`config.mk`:
```
export PLATFORM = sky130hd
export DESIGN_NAME = pipe_ctrl
export DESIGN_NICKNAME = d
export VERILOG_FILES = /design/src/rtl/pipe_ctrl.sv
export SDC_FILE = /design/constraint.sdc
export NUM_CORES = 1
export LEC_CHECK = 0
export BUFFER_PORTS_ARGS = -buffer_cell sky130_fd_sc_hd__buf_2
export CAP_MARGIN = 20
export CORE_ASPECT_RATIO = 1.75
export CORE_MARGIN = 3
export CORE_UTILIZATION = 30
export CTS_CLUSTER_DIAMETER = 50
export DETAILED_ROUTE_END_ITERATION = 8
export GPL_TIMING_DRIVEN = 0
export HOLD_SLACK_MARGIN = 0.06
export PLACE_DENSITY = 0.89
export SYNTH_ARGS = -nofsm -noshare
export SYNTH_HDL_FRONTEND = slang
export SYNTH_SLANG_ARGS = --single-unit
```
`constraint.sdc`:
```
create_clock -name clk -period 3.9 [get_ports clk]
set_input_delay 0.39 -clock clk [delete_from_list [all_inputs] [get_ports clk]]
set_output_delay 0.39 -clock clk [all_outputs]
set_load 0.005 [all_outputs]
```
`src/rtl/pipe_ctrl.sv`:
```
// Pipeline hazard/flush controller: load-use and MULT stalls, delay-slot flag, exception redirect.
// Stall/flush outputs are combinational; optional exception/ERET redirect built when PIPE_CTRL_EXC_EN is defined.
module pipe_ctrl #(
  parameter int          MUL_CYCLES = 4,
  parameter logic [31:0] EXC_VECTOR = 32'h0000_0040
) (
  input  logic        clk,
  input  logic        rst,
  input  logic        id_reg1_read_i,
  input  logic [4:0]  id_reg1_addr_i,
  input  logic        id_reg2_read_i,
  input  logic [4:0]  id_reg2_addr_i,
  input  logic        id_next_inst_in_delayslot_i,
  input  logic        ex_load_i,
  input  logic [4:0]  ex_wd_i,
  input  logic        ex_mult_i,
  input  logic        mem_exc_i,
  input  logic        mem_eret_i,
  input  logic [31:0] cp0_epc_i,
  output logic [5:0]  stall_o,
  output logic        flush_o,
  output logic [31:0] new_pc_o,
  output logic        is_in_delayslot_o,
  output logic        mult_done_o
);

  logic [3:0]  cnt_q, cnt_d;
  logic        ds_q, ds_d;
  logic        flush;
  logic [31:0] new_pc;
  logic        lu;
  logic        mult_start;
  logic        mult_stall;
  logic        mult_done;
  logic [5:0]  stall;

`ifdef PIPE_CTRL_EXC_EN
  always_comb begin
    flush  = mem_exc_i | mem_eret_i;
    new_pc = '0;
    if (mem_exc_i)       new_pc = EXC_VECTOR;
    else if (mem_eret_i) new_pc = cp0_epc_i;
  end
`else
  assign flush  = 1'b0;
  assign new_pc = '0;
  logic unused_exc;
  assign unused_exc = ^{mem_exc_i, mem_eret_i, cp0_epc_i};
`endif

  assign lu = ex_load_i && (ex_wd_i != 5'd0) &&
              ((id_reg1_read_i && (id_reg1_addr_i == ex_wd_i)) ||
               (id_reg2_read_i && (id_reg2_addr_i == ex_wd_i)));

  // A new MULT is only accepted when the sequencer is idle.
  assign mult_start = (cnt_q == 4'd0) && ex_mult_i;
  assign mult_stall = (mult_start && (MUL_CYCLES > 1)) || (cnt_q > 4'd1);
  assign mult_done  = !flush && ((mult_start && (MUL_CYCLES == 1)) || (cnt_q == 4'd1));

  always_comb begin
    stall = 6'b000000;
    if (flush)           stall = 6'b000000;
    else if (mult_stall) stall = 6'b001111;
    else if (lu)         stall = 6'b000111;
  end

  always_comb begin
    cnt_d = 4'd0;
    if (flush)              cnt_d = 4'd0;
    else if (mult_start)    cnt_d = 4'(MUL_CYCLES - 1);
    else if (cnt_q > 4'd1)  cnt_d = cnt_q - 4'd1;

    ds_d = id_next_inst_in_delayslot_i;
    if (flush)         ds_d = 1'b0;
    else if (stall[2]) ds_d = ds_q;
  end

  always_ff @(posedge clk) begin
    if (!rst) begin
      cnt_q <= 4'd0;
      ds_q  <= 1'b0;
    end else begin
      cnt_q <= cnt_d;
      ds_q  <= ds_d;
    end
  end

  // Reset gates every output, including the registered flag before the first reset edge.
  assign stall_o           = rst ? stall : 6'b000000;
  assign flush_o           = rst & flush;
  assign new_pc_o          = rst ? new_pc : 32'd0;
  assign is_in_delayslot_o = rst & ds_q;
  assign mult_done_o       = rst & mult_done;

endmodule

```
==> metrics.md, run 1 <==
| Metric | Value |
|---|---|
| # hold bufs at CTS | 0 |
| Slew Viols, Final | 0 |
| Endpoints failing hold | 0 |
| Yosys warning count | 0 |
| Post-Synth Adder-Cell Area | 0.0356 |
| DRC | 0 |
| Diodes inserted | 0 |
| Clk pin slew, worst setup/hold paths | 0.04 ns |
| Final period utilization | 0.587 |
| Final net count | 215 |
| R2R cell count | 6 |
| Antenna-violating nets left | 0 |
| Die ar. | 0.00298 mm² |
| CTS tree | built |
| Die Ht | 70.0 µm |
| Clk root buf | clkbuf_4 |
| Via count | 668 |
| I/O pin count | 97 |
| Worst Setup Path Type | reg -> out |
| Post-synthesis xor/xnor area fraction | 0.125 |
| Dpl cells | 176 |
| DR vias/cell | 3.71 |
| Largest net degree at the start of global routing | 10 |
| Layout area overhead | 45.4% |
| # H-tree levels | 1 |
| Die width | 42.6 µm |
| Final setup fails | 0 |
| RePlAce Congestion | 0.688 |
| CP Data Required Time | 3.51 ns |
| Synth Register Bits | 5 |
| Clock Sink Count | 5 |
| Grt ovf | 0 |
| Worst EP arrival | 1.90 ns |
| # rows | 22 |
| Peak supply drop | 168 µV |
| Dpl ws | 1.75 ns |
| CP Launch Type | flip-flop |
| Post-synth cell types | 24 |
| Worst-case clock buffer depth | 2 |
| Worst r2r src | cnt_q[0]$_SDFF_PN0_ |
| Num CTS Buffers | 3 |
| 1st-iter DRT viols | 4 |
| Crit path from | cnt_q[0]$_SDFF_PN0_ |
| Vias in the first global route | 576 |
| Worst Setup EP | stall_o[2] |
| Post-synthesis compound-gate area fraction | 0.103 |
| P per Cell Area | 368 mW/mm² |
| First-pass GRT wire length | 2200 µm |
| Largest family of logic cells by synthesized area | buffers and inverters |
| Flop2flop setup slack | 2.25 ns |
| Setup TNS Final | 0 ns |
| Port bufs | 27 |
| Post-Syn Area | 703 µm² |
| Lkg Pwr | 0.601 nW |
| Worst Hold Class | in -> reg |
| RSZ-0062 raised after global routing | false |
| Routed len/inst | 7.28 µm |
| Total power | 376 µW |
| RR Endpoint | ds_q$_SDFFE_PN0N_ |
| Clock Skews | 0.00534 ns |
| Detail Placement HPWL | 1230 µm |
| Mux cell area share after synthesis | 0.0142 |
| Fin crit period | 2.29 ns |
| Setup bufs post-CTS | 0 |
| F_max | 437 MHz |
| Clk_lat worst skew | 0.25 ns |
| Status | completed |
| Seq/Total Area, Yosys | 0.142 |
| Critical Path Sink Type | primary output |
| Global-route usage over all layers | 0.0957 |
| Core footprint | 0.00217 mm² |
| First-pass detailed-route iteration total | 3 |
| Max Cap Viol | 0 |
| Share of layout cells above drive strength 1 | 0.429 |
| Antenna violations before repair | 0 |
| Post-cts sizing count | 0 |
| Cells after Synth | 91 |
| Non-Filler Instances | 180 |
| Starting Density | 0.323 |
| Simple-gate area share of the yosys netlist | 0.164 |
| Worst Path Max Fanout | 7 |
| Post-Route WL | 1310 µm |
| Final WS setup | 1.61 ns |
| Avg Cell Area, Syn | 7.73 µm² |
==> layout make-up <==
class | count | area (µm²)
buffer | 37 | 278
clock buffer | 4 | 26.3
fill | 225 | 1150
inverter | 3 | 11.3
multi-input combinational | 80 | 442
sequential | 5 | 100
tap | 24 | 30.0
timing repair buffer | 27 | 135
==> layer usage <==
layer | track usage | up-vias | share of wire | wire length (µm)
li1 | - | 356 | - | -
met1 | 0.0802 | 252 | 0.31 | 407
met2 | 0.168 | 55 | 0.47 | 620
met3 | 0.0335 | 5 | 0.17 | 227
met4 | 0.0830 | 0 | 0.043 | 57
met5 | 0 | - | 0 | 0
==> critical path: stages (launching register included) <==
cell	delay [ns]
dfxtp_1	0.36
inv_1	0.06
ha_1	0.27
nand2b_1	0.17
a21boi_1	0.28
a21boi_0	0.23
buf_4	0.18
buf_2	0.11
==> kinds of logic (layout without fill, tap and decap cells) <==
| family | Yosys count | in the layout |
|---|---|---|
| flip-flops | 5 | 5 |
| AO/OA/AOI/OAI | 10 | 10 |
| buffers and inverters | 40 | 71 |
| adder cells (fa/ha/maj) | 2 | 2 |
| AND/OR/NAND/NOR | 22 | 22 |
| XOR/XNOR | 10 | 10 |
| other | 1 | 35 |
| multiplexers | 1 | 1 |
==> synth_stat cells, drive strengths merged <==
cell    number  area [µm²]
a21boi       2        15.0
a21oi        1        5.00
a311o        1        10.0
and2         1        6.26
and3         2        12.5
buf         37         278
conb         1        3.75
dfxtp        5         100
ha           2        25.0
inv          3        11.3
mux2i        1        10.0
nand2        5        18.8
nand2b       2        12.5
nand3        1        5.00
nand4        2        12.5
nor2         4        15.0
nor2b        2        12.5
nor4         1        6.26
o21a         4        30.0
o22ai        2        12.5
or3          1        6.26
or4          1        7.51
xnor2       10        87.6
==> layout by cell type, fill, tap and decap left out <==
master	instances
nand3_1	1
and3_1	2
nand2b_1	2
or3_1	1
and2_1	1
mux2i_1	1
nor4_1	1
o22ai_1	2
a21boi_0	1
a311o_1	1
ha_1	2
nor2_1	4
clkbuf_4	3
xnor2_1	10
a21boi_1	1
conb_1	35
nand4_1	2
o21a_1	4
nand2_1	5
nor2b_1	2
inv_1	3
clkbuf_1	1
dfxtp_1	5
a21oi_1	1
or4_1	1
buf_2	27
buf_4	37
==> sequential cells by signal (all words and copies together), names as in the netlist <==
signal and cells:
cnt_q 4, ds_q 1
==> power breakdown <==
part	internal, mW	switching, mW
logic	0.123	0.105
clock network	0.0389	0.0241
registers	0.0725	0.0128
==> metrics by stage <==
stage	util	hold WS, ns	instance area [µm²]
2_1_floorplan	-	0.507	831
3_3_place_gp	0.458	0.544	996
3_5_place_dp	0.458	0.553	996
4_1_cts	0.470	0.432	1020
5_1_grt	0.470	0.451	1020
6_report	0.470	0.439	1020
==> how the worst min path moves through the flow <==
stage,start,endpoint,slack [ns],depth (start not counted)
after CTS,rst,cnt_q[0]$_SDFF_PN0_,0.43,2
after detailed placement,cnt_q[0]$_SDFF_PN0_,cnt_q[0]$_SDFF_PN0_,0.55,2
after floorplan,rst,cnt_q[0]$_SDFF_PN0_,0.51,1
after global placement,cnt_q[3]$_SDFF_PP0_,cnt_q[3]$_SDFF_PP0_,0.54,2
after global routing,rst,cnt_q[1]$_SDFF_PN0_,0.45,2
final,rst,cnt_q[0]$_SDFF_PN0_,0.44,2
Power figures use the tool's default switching activity.
==> run 2: changes to the inputs <==
--- a/config.mk
+++ b/config.mk
@@ -9,12 +9,12 @@
 export CAP_MARGIN = 20
 export CORE_ASPECT_RATIO = 1.75
 export CORE_MARGIN = 3
-export CORE_UTILIZATION = 30
+export CORE_UTILIZATION = 27
 export CTS_CLUSTER_DIAMETER = 50
 export DETAILED_ROUTE_END_ITERATION = 8
 export GPL_TIMING_DRIVEN = 0
 export HOLD_SLACK_MARGIN = 0.06
-export PLACE_DENSITY = 0.89
+export PLACE_DENSITY = 0.85
 export SYNTH_ARGS = -nofsm -noshare
 export SYNTH_HDL_FRONTEND = slang
 export SYNTH_SLANG_ARGS = --single-unit
==> constraint.sdc (replaced) <==
create_clock -name clk -period 1.85 [get_ports clk]
set_input_delay 0.185 -clock clk [delete_from_list [all_inputs] [get_ports clk]]
set_output_delay 0.185 -clock clk [all_outputs]
set_load 0.005 [all_outputs]
==> run 2 against run 1 <==
Sequential power is 120% higher; worst hold slack worse by 0.19 ns; cell count is 1.1% higher; via count is 1.6% higher; final area is 3.4% higher; utilization is 2.7 points lower; clock power grew to 3.2 times the previous value; first-iteration DRC count is 75% lower; non-clock buffer count is 1 higher; critical path depth stayed put; register-to-register slack worse by 1.9 ns; flip-flop and latch count stayed put; critical path type unchanged; largest cell class unchanged; largest power group unchanged.
==> metrics.md, run 2 (same netlist as run 1, synthesis figures left out) <==
| Metric | Value |
|---|---|
| Status | completed |
| CP Launch Type | flip-flop |
| 1st-iter DRT viols | 1 (-3) |
| CP Data Required Time | 1.66 ns (-1.85 ns) |
| Starting Density | 0.294 (-0.0290) |
| # H-tree levels | 1 (unchanged) |
| Worst Path Max Fanout | 7 (unchanged) |
| Fin crit period | 1.72 ns |
| Buffers & Inverters on Critical Path | 3 (unchanged) |
| First-pass detailed-route iteration total | 2 (-1) |
| Worst r2r src | cnt_q[0]$_SDFF_PN0_ |
| Max stage delay on crit path | 0.32 ns (-0.04 ns) |
| Worst-case clock buffer depth | 2 (unchanged) |
| Antenna violations before repair | 0 (unchanged) |
| Worst EP arrival | 1.53 ns (-0.37 ns) |
| P per Cell Area | 862 mW/mm² (+130%) |
| Critical Path Sink Type | primary output |
| Die width | 44.6 µm (+4.6%) |
| DRC | 0 (unchanged) |
| Crit-path slowest cell | dfxtp_2 |
| Endpoints failing hold | 0 (unchanged) |
| DR vias/cell | 3.73 (+0.53%) |
| R2R cell count | 8 (+2) |
| Crit path from | cnt_q[0]$_SDFF_PN0_ |
| Clk root buf | clkbuf_8 |
| Max FFs per register | 4 (unchanged) |
| Via count | 679 (+1.6%) |
| Hold wc startpoint | rst |
| F_max | 582 MHz |
| Final core occ | 0.443 (-0.0274) |
| First-pass GRT wire length | 2130 µm (-3.5%) |
| Area of the multi-input gates | 448 µm² (+1.4%) |
| Die Ht | 73.5 µm (+4.9%) |
| Flop2flop setup slack | 0.35 ns (-1.90 ns) |
| Clk pin slew, worst setup/hold paths | 0.03 ns (about the same) |
| Largest net degree at the start of global routing | 10 (unchanged) |
| Worst Hold Class | in -> reg |
| Endpoint, Worst Hold | cnt_q[0]$_SDFF_PN0_ |
| Detail Placement HPWL | 1350 µm (+9.8%) |
| Crit path cell chain | inv_1 -> ha_2 -> nand2b_1 -> a21boi_2 -> a21boi_0 -> buf_4 -> buf_2 |
| Max Cap Viol | 0 (unchanged) |
| Peak supply drop | 567 µV (+240%) |
| I/O pin count | 97 (unchanged) |
| Diodes inserted | 0 (unchanged) |
| Post-Route WL | 1470 µm (+12%) |
| RSZ-0062 raised after global routing | false |
| Grt ovf | 0 (unchanged) |
| Core footprint | 0.00239 mm² (+9.8%) |
| Die ar. | 0.00328 mm² (+9.8%) |
| Worst path top cell family by delay | flip-flops |
| Worst Setup Path Type | reg -> out |
| Most common cell after layout, fill and taps aside | buf_4 |
| Lkg Pwr | 0.613 nW (+2.0%) |
| # hold bufs at CTS | 0 (unchanged) |
| Num CTS Buffers | 3 (unchanged) |
| Global-route usage over all layers | 0.0866 (-0.00908) |
| Most frequent cells in the layout | buf_4 (38), conb_1 (35), buf_2 (27) |
| Final period utilization | 0.928 |
| Routed len/inst | 8.09 µm (+11%) |
| # rows | 23 (+4.5%) |
| Clock Sink Count | 5 (unchanged) |
| Clk_lat worst skew | 0.22 ns (-0.03 ns) |
| Clock Skews | 0.000730 ns (-0.00461 ns) |
| Vias in the first global route | 593 (+3.0%) |
| Final net count | 216 (+0.47%) |
| Share of layout cells above drive strength 1 | 0.452 (+0.0227) |
| Layout area overhead | 50.4% |
| WHS Path Cells | 2 (unchanged) |
| Port bufs | 27 (unchanged) |
| RR Endpoint | ds_q$_SDFFE_PN0N_ |
| Setup TNS Final | 0 ns (unchanged) |
| CTS tree | built |
| RePlAce Congestion | 0.686 (-0.29%) |
| Slew Viols, Final | 0 (unchanged) |
| Top reg by flops | cnt_q |
| Largest regs | cnt_q (4), ds_q (1) |
| Final setup fails | 0 (unchanged) |
| Register area | 101 µm² (+1.2%) |
| Antenna-violating nets left | 0 (unchanged) |
| Fillers | 234 (+4.0%) |
==> run 2: timing repair <==
action                                  in CTS  in global routing
gates resized for setup                      1                  2
buffers inserted                             1                  0
endpoints found under the setup margin       3                  2
pin swaps                                    1                  0
==> run 2: metal layers <==
| metal | vias to the layer above | wire [µm] | track usage |
|---|---|---|---|
| li1 | 358 | - | - |
| met1 | 263 | 378 | 0.0618 |
| met2 | 56 | 826 | 0.194 |
| met3 | 2 | 245 | 0.00980 |
| met4 | 0 | 21 | 0.0403 |
| met5 | - | 0 | 0 |
==> run 2: power by group <==
part / internal [mW] / switching (mW)
Clock: 0.148 / 0.0532
Sequential: 0.156 / 0.0288
Combinational: 0.287 / 0.238
Total: 0.590 / 0.321
==> run 2: metrics by stage <==
stage | cells | hold slack [ns] | setup WS (ns) | total power [mW] | instance area (µm²)
final | 182 | 0.253 | 0.133 | 0.911 | 1060
after global routing | 182 | 0.267 | 0.0144 | 0.998 | 1060
after CTS | 182 | 0.261 | 0.0233 | 0.908 | 1050
after detailed placement | 177 | 0.495 | 0.0436 | 0.667 | 997
after global placement | 177 | 0.497 | 0.0636 | 0.657 | 997
after floorplan | 125 | 0.302 | 0.304 | 0.546 | 831
==> run 2: cell type report <==
class | count | area share
repair buffers | 28 | 0.135
flip-flops and latches | 5 | 0.0959
multi-input cells | 80 | 0.424
clock buffers | 4 | 0.0426
inverters | 3 | 0.0107
well taps | 25 | 0.0296
plain buffers | 37 | 0.263
==> run 2: worst max-delay path by stage <==
stage                 endpoint  slack (ns)  cells past startpoint
global placement    stall_o[2]        0.06                      7
detailed placement  stall_o[1]        0.04                      7
floorplan           stall_o[1]        0.30                      6
CTS                 stall_o[1]        0.02                      7
finish              stall_o[1]        0.13                      7
global route        stall_o[2]        0.01                      7
==> run 3: changes to the inputs <==
--- a/config.mk
+++ b/config.mk
@@ -15,6 +15,7 @@
 export GPL_TIMING_DRIVEN = 0
 export HOLD_SLACK_MARGIN = 0.06
 export PLACE_DENSITY = 0.85
+export SETUP_SLACK_MARGIN = 0.5
 export SYNTH_ARGS = -nofsm -noshare
 export SYNTH_HDL_FRONTEND = slang
 export SYNTH_SLANG_ARGS = --single-unit
==> run 3 against run 2 <==
Utilization is 4.9 points higher; worst hold slack improved by 0.0082 ns; sequential share of layout area is 0.64 points lower; critical endpoint is now stall_o[2]; largest cell class unchanged.
==> metrics.md, run 3 (same netlist as run 1, synthesis figures left out) <==
| Metric | Value |
|---|---|
| Status | completed |
| Num CTS Buffers | 3 (unchanged) |
| Worst Path Max Fanout | 3 (-4) |
| Largest regs | cnt_q (4), ds_q (1) |
| I/O pin count | 97 (unchanged) |
| Global-route usage over all layers | 0.0987 (+0.0121) |
| Grt ovf | 0 (unchanged) |
| Dpl cell area | 0.00102 mm² (+2.6%) |
| Total power | 1.16 mW (+27%) |
| Fin crit period | 1.60 ns (-0.114 ns) |
| Endpoints failing hold | 0 (unchanged) |
| Final period utilization | 0.866 (-0.0617) |
| Most common cell after layout, fill and taps aside | buf_4 |
| Antenna violations before repair | 0 (unchanged) |
| Clock Skews | 0.00148 ns (+0.000746 ns) |
| Max FFs per register | 4 (unchanged) |
| Lkg Pwr | 0.666 nW (+8.6%) |
| Antenna-violating nets left | 0 (unchanged) |
| Clock Sink Count | 5 (unchanged) |
| CP Launch Type | flip-flop |
| DR vias/cell | 3.86 (+3.4%) |
| F_max | 624 MHz (+7.1%) |
| 1st-iter DRT viols | 8 (+7) |
| Share of layout cells above drive strength 1 | 0.521 (+0.0692) |
| Critical Path Sink Type | primary output |
| Routed len/inst | 8.68 µm (+7.3%) |
| Die Ht | 73.5 µm (unchanged) |
| Worst Setup Path Type | reg -> out |
| Port bufs | 27 (unchanged) |
| Layout area overhead | 67.1% |
| Core footprint | 0.00239 mm² (unchanged) |
| Starting Density | 0.294 (unchanged) |
| Worst Hold Class | in -> reg |
| Clk root buf | clkbuf_8 |
| Final net count | 222 (+2.8%) |
| CTS tree | built |
| # H-tree levels | 1 (unchanged) |
| First-pass GRT wire length | 2450 µm (+15%) |
| CP Data Required Time | 1.66 ns (about the same) |
| Clk pin slew, worst setup/hold paths | 0.04 ns (about the same) |
| # hold bufs at CTS | 0 (unchanged) |
| # rows | 23 (unchanged) |
| Diodes inserted | 0 (unchanged) |
| Fillers | 249 (+6.4%) |
| First-pass detailed-route iteration total | 4 (+2) |
| Slew Viols, Final | 0 (unchanged) |
| RePlAce Congestion | 0.760 (+11%) |
| Largest net degree at the start of global routing | 10 (unchanged) |
| Peak supply drop | 667 µV (+18%) |
| Detail Placement HPWL | 1360 µm (+0.45%) |
| Worst EP arrival | 1.42 ns (-0.11 ns) |
| DRC | 0 (unchanged) |
| Post-Route WL | 1630 µm (+11%) |
| Vias in the first global route | 620 (+4.6%) |
| Max Cap Viol | 0 (unchanged) |
| P per Cell Area | 987 mW/mm² (+15%) |
| Final non-filler cell area | 0.00117 mm² (+11%) |
| Die width | 44.6 µm (unchanged) |
| Setup TNS Final | 0 ns (unchanged) |
| Clk_lat worst skew | 0.23 ns (about the same) |
| RSZ-0062 raised after global routing | true |
| Most frequent cells in the layout | buf_4 (44), conb_1 (35), buf_2 (25) |
| Worst-case clock buffer depth | 2 (unchanged) |
| Top reg by flops | cnt_q |
| Via count | 725 (+6.8%) |
| Final setup fails | 0 (unchanged) |
| Die ar. | 0.00328 mm² (unchanged) |
==> run 3: final timing paths <==
check	slack, ns	start	depth (start not counted)	to
min	0.26	rst	2	cnt_q[0]$_SDFF_PN0_
max	0.25	cnt_q[1]$_SDFF_PN0_	7	stall_o[2]
max reg2reg	0.41	cnt_q[1]$_SDFF_PN0_	7	ds_q$_SDFFE_PN0N_
min reg2reg	0.57	cnt_q[3]$_SDFF_PP0_	2	cnt_q[3]$_SDFF_PP0_
==> run 3: per-layer routing <==
layer,vias to the layer above,GRT usage,share of wire
met1,302,0.0794,0.30
met3,4,0.0172,0.14
met5,-,0,0
met4,0,0.0503,0.022
met2,50,0.205,0.54
li1,369,-,-
==> run 3: what timing repair did <==
item / in CTS / in global routing
setup endpoints to repair: 5 / 8
setup buffers: 6 / 1
pin swaps: 5 / 2
resized for setup: 10 / 2
==> run 3: where the power goes <==
part | leakage (nW) | switching [mW] | total, mW | internal [mW]
registers | 0.0421 | 0.0381 | 0.201 | 0.162
logic | 0.601 | 0.314 | 0.751 | 0.438
clock network | 0.0228 | 0.0596 | 0.208 | 0.148
==> run 3: cell type report <==
| type | instances | area [µm²] | area share |
|---|---|---|---|
| multi-input combinational | 80 | 502 | 0.427 |
| buffer | 37 | 278 | 0.236 |
| timing repair buffer | 34 | 200 | 0.170 |
| sequential | 5 | 105 | 0.0895 |
| clock buffer | 4 | 45.0 | 0.0383 |
| tap | 25 | 31.3 | 0.0266 |
| inverter | 3 | 13.8 | 0.0117 |
==> run 3: worst max-delay path, stage by stage (launching register included) <==
cell,delay (ns)
dfxtp_2,0.34
inv_4,0.05
ha_4,0.16
nand2b_4,0.14
a21boi_4,0.16
a21boi_2,0.10
buf_4,0.14
buf_6,0.10
==> run 3: through the flow <==
step	instances	hold slack (ns)	utilization	worst slack (ns)
after floorplan	125	0.302	-	0.499
after global placement	177	0.488	0.428	0.211
after detailed placement	177	0.494	0.428	0.211
after CTS	187	0.260	0.485	0.228
after global routing	188	0.285	0.492	0.181
final	188	0.261	0.492	0.247
